===== config.mk =====
export PLATFORM = sky130hd
export DESIGN_NAME = trigger_detect
export DESIGN_NICKNAME = d
export VERILOG_FILES = /design/src/rtl/dso_pkg.sv /design/src/rtl/trig_compare.sv /design/src/rtl/trigger_detect.sv
export SDC_FILE = /design/constraint.sdc
export NUM_CORES = 1
export LEC_CHECK = 0
export BUFFER_PORTS_ARGS = -buffer_cell sky130_fd_sc_hd__buf_2
export CAP_MARGIN = 20
export CORE_MARGIN = 5
export CORE_UTILIZATION = 38
export DETAILED_ROUTE_END_ITERATION = 12
export PLACE_DENSITY_LB_ADDON = 0.12
export SYNTH_ARGS = -nofsm -noshare
export SYNTH_HDL_FRONTEND = slang
export SYNTH_HIERARCHICAL = 1
export SYNTH_SLANG_ARGS = --single-unit
export TNS_END_PERCENT = 100

===== constraint.sdc =====
create_clock -name clk -period 3.2 [get_ports clk]
set_input_delay 0 -clock clk [delete_from_list [all_inputs] [get_ports clk]]
set_output_delay 0 -clock clk [all_outputs]
set_load 0.1 [all_outputs]

===== src/rtl/dso_pkg.sv =====
// dso_pkg: shared state encoding, cfg field layout and trigger defaults for the DSO capture path
package dso_pkg;
  localparam logic [2:0] ST_IDLE   = 3'd0;
  localparam logic [2:0] ST_ARMING = 3'd1;
  localparam logic [2:0] ST_WAIT   = 3'd2;
  localparam logic [2:0] ST_FIRE   = 3'd3;
  localparam logic [2:0] ST_HOLD   = 3'd4;
  localparam int LEVEL_LSB   = 0;
  localparam int LEVEL_W     = 8;
  localparam int HYST_LSB    = 8;
  localparam int HYST_W      = 4;
  localparam int SRC_BIT     = 12;
  localparam int SLOPE_BIT   = 13;
  localparam int EN_BIT      = 14;
  localparam int AUTO_EN_BIT = 15;
  localparam int HOLDOFF_LSB = 16;
  localparam int HOLDOFF_W   = 16;
  localparam logic [23:0] AUTO_TIMEOUT_DEF = 24'd1_000_000;
  typedef struct packed {
    logic [HOLDOFF_W-1:0] holdoff;
    logic                 auto_en;
    logic                 slope;
    logic                 src;
    logic [HYST_W-1:0]    hyst;
    logic [LEVEL_W-1:0]   level;
  } shadow_t;
  function automatic shadow_t to_shadow(input logic [31:0] c);
    return '{holdoff: c[HOLDOFF_LSB +: HOLDOFF_W], auto_en: c[AUTO_EN_BIT], slope: c[SLOPE_BIT],
             src: c[SRC_BIT], hyst: c[HYST_LSB +: HYST_W], level: c[LEVEL_LSB +: LEVEL_W]};
  endfunction
endpackage


===== src/rtl/trig_compare.sv =====
// trig_compare: band compare giving pre-crossing (arm) and crossing (fire) conditions for one sample
module trig_compare
  import dso_pkg::*;
#(
  parameter int DW = 8
) (
  input  logic [DW-1:0]     sample,
  input  logic [DW-1:0]     level,
  input  logic [HYST_W-1:0] hyst,
  input  logic              slope,
  output logic              arm_ok,
  output logic              fire_ok
);
  logic [DW:0] lo, hi;
  // Band edges carry one extra bit so an out-of-range edge disables arming instead of wrapping
  always_comb begin
    lo      = {1'b0, level} - (DW+1)'(hyst);
    hi      = {1'b0, level} + (DW+1)'(hyst);
    arm_ok  = slope ? (!hi[DW] && sample > hi[DW-1:0]) : (!lo[DW] && sample < lo[DW-1:0]);
    fire_ok = slope ? (sample <= level) : (sample >= level);
  end
endmodule


===== src/rtl/trigger_detect.sv =====
// trigger_detect: level/slope/hysteresis trigger with holdoff and auto-trigger timeout for the ADC driver
module trigger_detect
  import dso_pkg::*;
#(
  parameter int              DW           = 8,
  parameter int              HOLD_W       = 16,
  parameter int              AUTO_W       = 24,
  parameter logic [AUTO_W-1:0] AUTO_TIMEOUT = AUTO_W'(AUTO_TIMEOUT_DEF)
) (
  input  logic          clk,
  input  logic          rst,
  input  logic          sample_en,
  input  logic [DW-1:0] adc_a,
  input  logic [DW-1:0] adc_b,
  input  logic [31:0]   cfg,
  input  logic          arm,
  output logic          trigger_req,
  output logic          auto_fired,
  output logic          busy
);
  logic [2:0]        state_q, state_d;
  logic [DW-1:0]     s1_q, s1_d;
  logic              v1_q, v1_d;
  shadow_t           shadow_q, shadow_d;
  logic [AUTO_W-1:0] auto_cnt_q, auto_cnt_d;
  logic [HOLD_W-1:0] hold_q, hold_d;
  logic              auto_fired_q, auto_fired_d;
  logic              src, timeout, arm_ok, fire_ok;

  trig_compare #(.DW(DW)) u_cmp (
    .sample (s1_q),
    .level  (DW'(shadow_q.level)),
    .hyst   (shadow_q.hyst),
    .slope  (shadow_q.slope),
    .arm_ok (arm_ok),
    .fire_ok(fire_ok)
  );

  // Before the shadow is loaded the live cfg picks the channel, so the first sample after arming is correct
  always_comb begin
    src  = (state_q == ST_IDLE) ? cfg[SRC_BIT] : shadow_q.src;
    s1_d = sample_en ? (src ? adc_b : adc_a) : s1_q;
    v1_d = sample_en;
  end

  always_ff @(posedge clk) begin
    if (rst) begin
      state_q      <= ST_IDLE;
      s1_q         <= '0;
      v1_q         <= 1'b0;
      shadow_q     <= '0;
      auto_cnt_q   <= '0;
      hold_q       <= '0;
      auto_fired_q <= 1'b0;
    end else begin
      state_q      <= state_d;
      s1_q         <= s1_d;
      v1_q         <= v1_d;
      shadow_q     <= shadow_d;
      auto_cnt_q   <= auto_cnt_d;
      hold_q       <= hold_d;
      auto_fired_q <= auto_fired_d;
    end
  end

  // A real crossing takes priority over a timeout on the same sample
  always_comb begin
    state_d      = state_q;
    shadow_d     = shadow_q;
    auto_cnt_d   = auto_cnt_q;
    hold_d       = hold_q;
    auto_fired_d = auto_fired_q;
    timeout      = shadow_q.auto_en && (auto_cnt_q == AUTO_TIMEOUT - AUTO_W'(1));
    case (state_q)
      ST_IDLE: if (arm && cfg[EN_BIT]) begin
        shadow_d   = to_shadow(cfg);
        auto_cnt_d = '0;
        state_d    = ST_ARMING;
      end
      ST_ARMING, ST_WAIT: if (!arm) state_d = ST_IDLE;
      else if (v1_q) begin
        auto_cnt_d = (shadow_q.auto_en && !timeout) ? auto_cnt_q + 1'b1 : auto_cnt_q;
        if (state_q == ST_WAIT && fire_ok) begin
          state_d      = ST_FIRE;
          auto_fired_d = 1'b0;
        end else if (timeout) begin
          state_d      = ST_FIRE;
          auto_fired_d = 1'b1;
        end else if (state_q == ST_ARMING && arm_ok) state_d = ST_WAIT;
      end
      ST_FIRE: if (!arm) begin
        hold_d  = HOLD_W'(shadow_q.holdoff);
        state_d = ST_HOLD;
      end
      ST_HOLD: if (hold_q == '0) state_d = ST_IDLE;
      else if (v1_q) hold_d = hold_q - 1'b1;
      default: state_d = ST_IDLE;
    endcase
  end

  always_comb begin
    trigger_req = (state_q == ST_FIRE);
    busy        = (state_q != ST_IDLE);
    auto_fired  = auto_fired_q;
  end
endmodule

# After elaboration in Yosys (flattened, before gate mapping)
# Cells that the tools add are included.
[word_totals]
regBits = 84
in_bits = 52
output_inout_bits = 3
word_cells = 81
[classes]
n_mux = 24
n_reduce_logical = 22
magnitude_cmp = 4
n_eq_ne = 15
n_addsub = 4
[op_table]
columns = ["cell", "count"]
rows = [
  ["2-to-1 mux 24 bit", 4],
  ["2-to-1 mux 16 bit", 3],
  ["case mux 24 bit (2 select lines)", 1],
  ["case mux 16 bit (2 select lines)", 1],
  ["adder 24 x 1 -> 24 bit, second input constant", 1],
  ["equality test 24 x 20 -> 1 bit, second input constant", 1],
  ["2-to-1 mux 3 bit", 8],
  ["zero test 16 bit", 1],
  ["subtractor 16 x 1 -> 16 bit, second input constant", 1],
  ["!= test 2 bit, second input constant", 7],
  ["case mux 3 bit (4 select lines)", 1],
  ["AND reduction 5 bit", 2],
  ["adder 8 x 4 -> 9 bit", 1],
  ["subtractor 8 x 4 -> 9 bit", 1],
  ["greater-or-equal comparator 8 bit", 1],
  ["greater-than comparator 8 bit", 1],
  ["<= comparator 8 bit", 1],
  ["less-than comparator 8 bit", 1],
  ["2-to-1 mux 8 bit", 1],
  ["AND reduction 4 bit", 2],
  ["logical AND 1 bit", 7],
  ["equality test 3 x 2 -> 1 bit, second input constant", 2],
  ["nonzero test 2 bit", 3],
  ["2-to-1 mux 1 bit", 5],
  ["10 further kinds", 12],
]

# Depth between registers and ports, before layout
# Gate-level depths: netlist of run 1.
[depth]
ltp_word = 11
ltp_mapped = 20
depth_no_buf = 20

# Hierarchy
# The synthesis of run 1 kept the hierarchy.
[by_module_without_submodules]
columns = ["mod", "area_per_inst_um2", "cells_per_inst", "seq_area_each_um2", "n_inst"]
rows = [
  ["trigger_detect", 4061.4, 512, 1681.6, 1],
  ["trig_compare", 972.2, 124, 0.0, 1],
]

# Worst setup path after synthesis of run 1
# Ideal clock, no wire load.
[synth_path]
path_kind = "reg-to-reg"
start = "reg shadow_q[0] (netlist bit)"
end = "reg state_q[0]"
setup_time_ps = 74
stages_incl_launch_ff = 18
path_buffers = 0
synth_period_minus_slack_ps = 3061
arrival_time_ps = 2987
setup_slack_ps = 139
t_required_ps = 3126
cell_sequence = "dfxtp_1 > ha_1 > fa_1 > a21oi_1 > o21bai_1 > nand3_1 > xnor2_1 > ha_1 > a21oi_1 > nand2_1 > a211oi_1 > o22ai_1 > nand3b_1 > a21oi_1 > o2bb2ai_1 > or2_2 > a211o_1 > o21ai_0"
[synth_via]
elab_chain_cells = 7
elab_cells_between_ends = 20
classes_between = "add/sub (2); order compare (4); eq/ne (1); mux (6); reduce/logical (7)"
[synth_lines]
columns = ["element", "line_no", "source"]
rows = [
  ["start, declared", "trigger_detect.sv:24", "shadow_t shadow_q, shadow_d;"],
  ["start signal, assigned", "trigger_detect.sv:59", "shadow_q <= shadow_d;"],
  ["subtractor 8 x 4 -> 9 bit / adder 8 x 4 -> 9 bit (equally long branches)", "trig_compare.sv:17, trig_compare.sv:18", ""],
  ["less-than comparator 8 bit (tied with other cells)", "trig_compare.sv:19", "arm_ok = slope ? (!hi[DW] && sample > hi[DW-1:0]) : (!lo[DW] && sample < lo[DW-1:0]);"],
  ["logical AND 1 bit", "trig_compare.sv:19", ""],
  ["2-to-1 mux 1 bit (*)", "trig_compare.sv:19", ""],
  ["named net arm_ok", "trigger_detect.sv:28", "logic src, timeout, arm_ok, fire_ok;"],
  ["logical AND 1 bit (*)", "trigger_detect.sv:89", "end else if (state_q == ST_ARMING && arm_ok) state_d = ST_WAIT;"],
  ["!= test 5 bit (no source line) (*)", "n/a", ""],
  ["AND reduction 5 bit (no source line) (*)", "n/a", ""],
  ["end signal, assigned", "trigger_detect.sv:56", "state_q <= state_d;"],
  ["end, declared", "trigger_detect.sv:21", "logic [2:0] state_q, state_d;"],
]
# The timed path passes the listed nets; every way through them passes the cells marked *. The select of a mux whose other input is x is not followed.
# A chain may end at the register's enable or synchronous reset.

# Worst setup path after layout of run 1
[layout_path]
start = "reg shadow_q[9] (netlist bit)"
end = "reg state_q[0]"
# The elaborated chain is that of the path after synthesis.

==> metrics.txt, run 1 <==
outcome finished, violations left; failing checks negative setup slack; die area 15,600 um^2; critical path class flip-flop to flip-flop; worst-path fanout max 2; via count 4,652; nets 807; CTS tree built; RSZ-0062 raised after global routing true; leakage 2.35 nW; maximum VDD drop 207 uV; Syn Nets 724; IO Count 55; clock buffer depth 2; met3 Track Usage GR 3.07%; Final Cycle Share 101%; minimum clock period 3.23 ns; Total GRT Usage 16.8%; Final Max Tran Viols 0; DRC 0; post-synthesis sequential area ratio 33.4%; largest net degree at the start of global routing 40; Seq cells post-synth 84; commonest non-fill, non-tap cell in the layout nand2_1; GR peak layer met2; Final WS setup -0.0302 ns; share of cells above drive strength 1 17.3%; vias in the first global route 4,577; most frequent cells in the layout nand2_1, a21oi_1, dfxtp_1; Cells after DPL 850; grt total ovfl 0; DP Worst Slack -0.156 ns; Setup-failing EPs final 1; EDFF count, synth 0; Hold WC Path Type input pin to flip-flop; DR vias/cell 5.17; initial antenna violation count 0; PwrDens 459 nW/um^2; GR Layer Usage met1 21.8%; cell accounting for the most synthesized area dfxtp_1; max-cap violation count 0; synthesized area 5030 um^2; row count 42; Worst-Margin Slew 0.640 ns; H-tree Lvls 3; kind of start point of the critical path flip-flop; Core ar. 13,100 um^2; DP HPWL 9220 um; # diodes 0; number of buffers created by CTS 9; Die H 125 um; P&R area growth vs syn 24.0%; CTS root buf clkbuf_16; 1st-iter DRT viols 264; Critical Path AT 3.51 ns; max frequency 0.310 GHz; Fin Setup TNS -0.0302 ns; r2r setup slk -0.03 ns; synthesized area per cell 7.91 um^2; Yosys cell types 66; Fin. Hold Viols 0; total power 2.86 mW; fin util 47.5%; Worst-Skew Late Latency 0.35 ns; routed len/inst 14.5 um; top cells by area, synth dfxtp_1, a21oi_1, ha_1; final WL 13,000 um; Yosys top cell area share 33.4%; met2 Use GR 27.9%; Async SR Flop Fraction 0%; Primary FF master, synth dfxtp_1; RD Place Congestion 0.874; Synth Instances 636; first-pass GRT wire length 22,100 um; final cell count without fillers 900; Clock Sinks 84; I/O Buffers 54; Max-slew headroom 57.3%; Clock Skews 0.00748 ns; Initial Util 38.3%; antenna-violating nets left 0; clock slew seen by the registers of the worst setup and hold paths 0.06 ns; Crit. End Element flip-flop; drt pass-1 iters 4; Die W 125 um; worst path required time 3.48 ns; Yosys warnings 6
==> sequential cells by signal, indices dropped and copies added (netlist names) <==
name	flops
state_q	3
auto_cnt_q	24
shadow_q	31
hold_q	16
s1_q	8
v1_q	1
auto_fired	1
==> kinds of logic after synthesis <==
group / count (synthesis) / share of synthesized area (%)
muxes: 10 / 2.24
AOI/OAI and AO/OA: 157 / 19.4
xor gates and xnor gates: 36 / 6.26
adders and majority gates: 36 / 9.25
buffers and inverters: 59 / 4.75
DFF: 84 / 33.4
and+or+nand+nor: 254 / 24.7
==> critical path, stage by stage (launching register included) <==
cell       delay [ns]
dfxtp_2          0.33
inv_1            0.07
ha_1             0.29
nor2b_1          0.14
o21ai_1          0.09
a21oi_1          0.18
o21ai_0          0.15
xnor2_1          0.17
ha_1             0.33
nand4_1          0.11
o21ai_1          0.16
a31o_1           0.13
o22ai_2          0.09
nand3b_1         0.09
a21oi_1          0.06
o2bb2ai_1        0.15
or2_2            0.30
a211o_1          0.26
o21ai_1          0.07
==> synthesized netlist by cell type, drive strengths merged, types with 2 or more instances <==
cell	n
inv	25
nor2	64
nand4	13
o2111ai	2
or3	6
a21o	2
nand2	92
a22oi	2
and2	2
o31ai	4
fa	2
nor4b	2
nor4	6
o211ai	3
clkbuf	25
o21ai	18
a211o	2
and4	4
nand3	19
nor3b	4
o21a	3
or2	4
a21boi	2
nor3	10
mux2i	10
nor2b	12
dfxtp	84
ha	34
a21oi	90
xnor2	32
o32ai	6
nand3b	2
and3	2
xor2	4
nand2b	7
a211oi	14
buf	9
==> path summary, 6_finish.rpt <==
kind                startpoint      endpoint  depth (start not counted)
hold / removal        adc_a[6]       s1_q[6]                          3
setup / recovery   shadow_q[9]    state_q[0]                         18
setup reg to reg   shadow_q[9]    state_q[0]                         18
hold reg to reg   shadow_q[23]  shadow_q[23]                          2
==> power breakdown <==
part / total, mW / leakage, nW / switching, mW / internal [mW]
clock: 1.06 / 0.150 / 0.436 / 0.629
combinational: 0.660 / 1.52 / 0.369 / 0.291
sequential: 1.14 / 0.684 / 0.0483 / 1.09
total: 2.86 / 2.35 / 0.853 / 2.01
==> area by class of cell <==
type | instances | area (um^2)
fill | 1293 | 6900
multi-input combinational | 493 | 3190
sequential | 84 | 1690
timing repair buffer | 106 | 741
clock buffer | 11 | 243
tap | 176 | 220
inverter | 25 | 93.8
clock inverter | 5 | 61.3
==> timing repair <==
item	CTS	global route
hold buffers	32	0
setup endpoints to repair	2	2
pin swaps	6	8
setup buffers	0	2
hold endpoints to repair	32	0
gates cloned	0	0
gates resized for setup	9	17
==> metrics by stage <==
stage	hold slack, ns	area, um^2
after floorplan	0.136	5030
after global placement	0.241	5520
after detailed placement	0.246	5520
after CTS	0.000237	6170
after global routing	0.0485	6240
final	0.00606	6240
==> per-layer routing <==
metal	vias to the layer above	wire length, um
li1	2393	-
met1	2166	6290
met2	75	6120
met3	18	415
met4	0	214
met5	-	0
Power figures use the tool's default switching activity.
==> run 2: changes to the inputs <==
--- a/config.mk
+++ b/config.mk
@@ -10,7 +10,7 @@
 export CORE_MARGIN = 5
 export CORE_UTILIZATION = 38
 export DETAILED_ROUTE_END_ITERATION = 12
-export PLACE_DENSITY_LB_ADDON = 0.12
+export SETUP_SLACK_MARGIN = 0.2
 export SYNTH_ARGS = -nofsm -noshare
 export SYNTH_HDL_FRONTEND = slang
 export SYNTH_HIERARCHICAL = 1
==> run 2 against run 1 <==
Net effect:
- the run now ends clean
- clock power grew 5%
- design area grew 0.90%
- power grew 3.0%
- non-clock buffer count shrank 4
- critical path type unchanged
- critical endpoint unchanged
- largest power group unchanged
==> metrics.txt, run 2 (synthesis gave the netlist of run 1 again) <==
drt pass-1 iters 4; I/O Buffers 54; leakage 2.33 nW; CTS tree built; maximum VDD drop 280 uV; Worst-Margin Slew 0.906 ns; critical path class flip-flop to flip-flop; slowest stage cell, crit path fa_2; antenna-violating nets left 0; commonest non-fill, non-tap cell in the layout nand2_1; Total GRT Usage 17.1%; final WL 13,300 um; Worst-Skew Late Latency 0.35 ns; Buf/Inv on CP 0; Die W 125 um; via count 4,697; die area 15,600 um^2; kind of start point of the critical path flip-flop; FF-to-FF path depth 17; DR top layer met5; Largest regs shadow_q x31, auto_cnt_q x24, hold_q x16; largest net degree at the start of global routing 43; Critical Path AT 3.40 ns; Fin. Hold Viols 0; Crit. End Element flip-flop; reg2reg start shadow_q[8]; nets 803; share of cells above drive strength 1 18.3%; vias in the first global route 4,660; worst-path fanout max 3; 1st-iter DRT viols 255; DRC 0; clock buffer depth 2; max-cap violation count 0; RD Place Congestion 0.878; grt total ovfl 0; worst path required time 3.48 ns; Cells on Worst Hold Path 3; Final Cycle Share 97.5%; CTS root buf clkbuf_16; Hold EP s1_q[6]; max frequency 0.321 GHz; row count 42; wl on met1 6220 um; most used cell, CP a21oi_2; most frequent cells in the layout nand2_1, a21oi_1, dfxtp_1; filler cell count 1,259; number of buffers created by CTS 9; largest reg by FF count shadow_q; routed wl met2 6210 um; DR vias/cell 5.24; Final Max Tran Viols 0; WHS 0.0152 ns; P&R area growth vs syn 25.1%; Initial Util 38.3%; initial antenna violation count 2; Setup-failing EPs final 0; biggest cell delay along the critical path 0.37 ns; Max-slew headroom 39.6%; Die H 125 um; fin util 47.9%; Cell Chain, Critical Path ha_4, fa_2, a21oi_2, o21bai_1, nand3_1, xnor2_1, ha_1, a21oi_2, nand2_1, a211oi_2, o22ai_2, nand3b_1, a21oi_2, o2bb2ai_2, or2_4, a211o_1, o21ai_1; Clock Sinks 84; Hold WC Path Type input pin to flip-flop; RSZ-0062 raised after global routing true; IO Count 55; outcome finished, final reports clean; critical path's top delay family compound AO/OA/AOI/OAI gates; minimum clock period 3.12 ns; PwrDens 468 nW/um^2; H-tree Lvls 3; routed len/inst 14.9 um; r2r setup slk 0.08 ns; Clock Skews 0.00700 ns; RR Endpoint state_q[0]; max reg flops 31; Worst Hold Launch adc_a[6]; clock slew seen by the registers of the worst setup and hold paths 0.06 ns; first-pass GRT wire length 22,400 um; DP HPWL 9280 um; routed length on met3 673 um; Core ar. 13,100 um^2
==> run 2: layout make-up <==
cell class / count / area (um^2) / share of cell area (%)
Multi-Input combinational cell: 493 / 3250 / 51.6
Clock buffer: 12 / 267 / 4.23
Clock inverter: 4 / 55.1 / 0.874
Sequential cell: 84 / 1690 / 26.9
Inverter: 25 / 93.8 / 1.49
Antenna cell: 1 / 2.50 / 0.0397
Timing Repair Buffer: 102 / 716 / 11.4
Tap cell: 176 / 220 / 3.50
==> run 2: timing repair <==
item,4_1_cts,5_1_grt
buffers inserted,3,2
endpoints found under the hold margin,33,0
pin swaps,13,25
setup endpoints to repair,2,2
resized for setup,21,18
hold buffers,34,0
==> run 2: worst max path at each step <==
stage | slack (ns) | from | end | cells after the start
after floorplan | 0.21 | shadow_q[0] | state_q[0] | 17
after global placement | 0.006 | shadow_q[9] | state_q[0] | 18
after detailed placement | -0.12 | shadow_q[9] | state_q[0] | 18
after CTS | 0.005 | shadow_q[0] | state_q[0] | 19
after global routing | -0.09 | shadow_q[1] | state_q[0] | 17
final | 0.08 | shadow_q[8] | state_q[0] | 17
==> run 2: where the power goes <==
group          switching (mW)  internal (mW)
Clock                   0.436          0.673
Combinational           0.387          0.310
Sequential             0.0526           1.09
Total                   0.876           2.07
==> run 2: metrics by stage <==
stage	TNS, ns	area [um^2]	instances	setup WS [ns]	power [mW]
CTS	0	6210	894	0.00483	2.95
detailed placement	-0.165	5470	841	-0.121	1.76
finish	0	6300	897	0.0809	2.95
global placement	0	5470	841	0.00613	1.73
floorplan	0	5050	636	0.208	1.59
global route	-0.105	6300	897	-0.0933	3.11
==> run 2: per-layer routing <==
| layer | track usage, % | vias up |
|---|---|---|
| met3 | 3.92 | 21 |
| li1 | - | 2385 |
| met1 | 22.4 | 2184 |
| met2 | 27.7 | 105 |
| met5 | 0 | - |
| met4 | 6.25 | 2 |
==> run 2: worst reg2reg max path, stage by stage (launching register included) <==
cell	delay, ns
dfxtp_2	0.35
ha_4	0.17
fa_2	0.37
a21oi_2	0.15
o21bai_1	0.09
nand3_1	0.09
xnor2_1	0.07
ha_1	0.35
a21oi_2	0.15
nand2_1	0.08
a211oi_2	0.24
o22ai_2	0.10
nand3b_1	0.11
a21oi_2	0.07
o2bb2ai_2	0.14
or2_4	0.24
a211o_1	0.25
o21ai_1	0.06
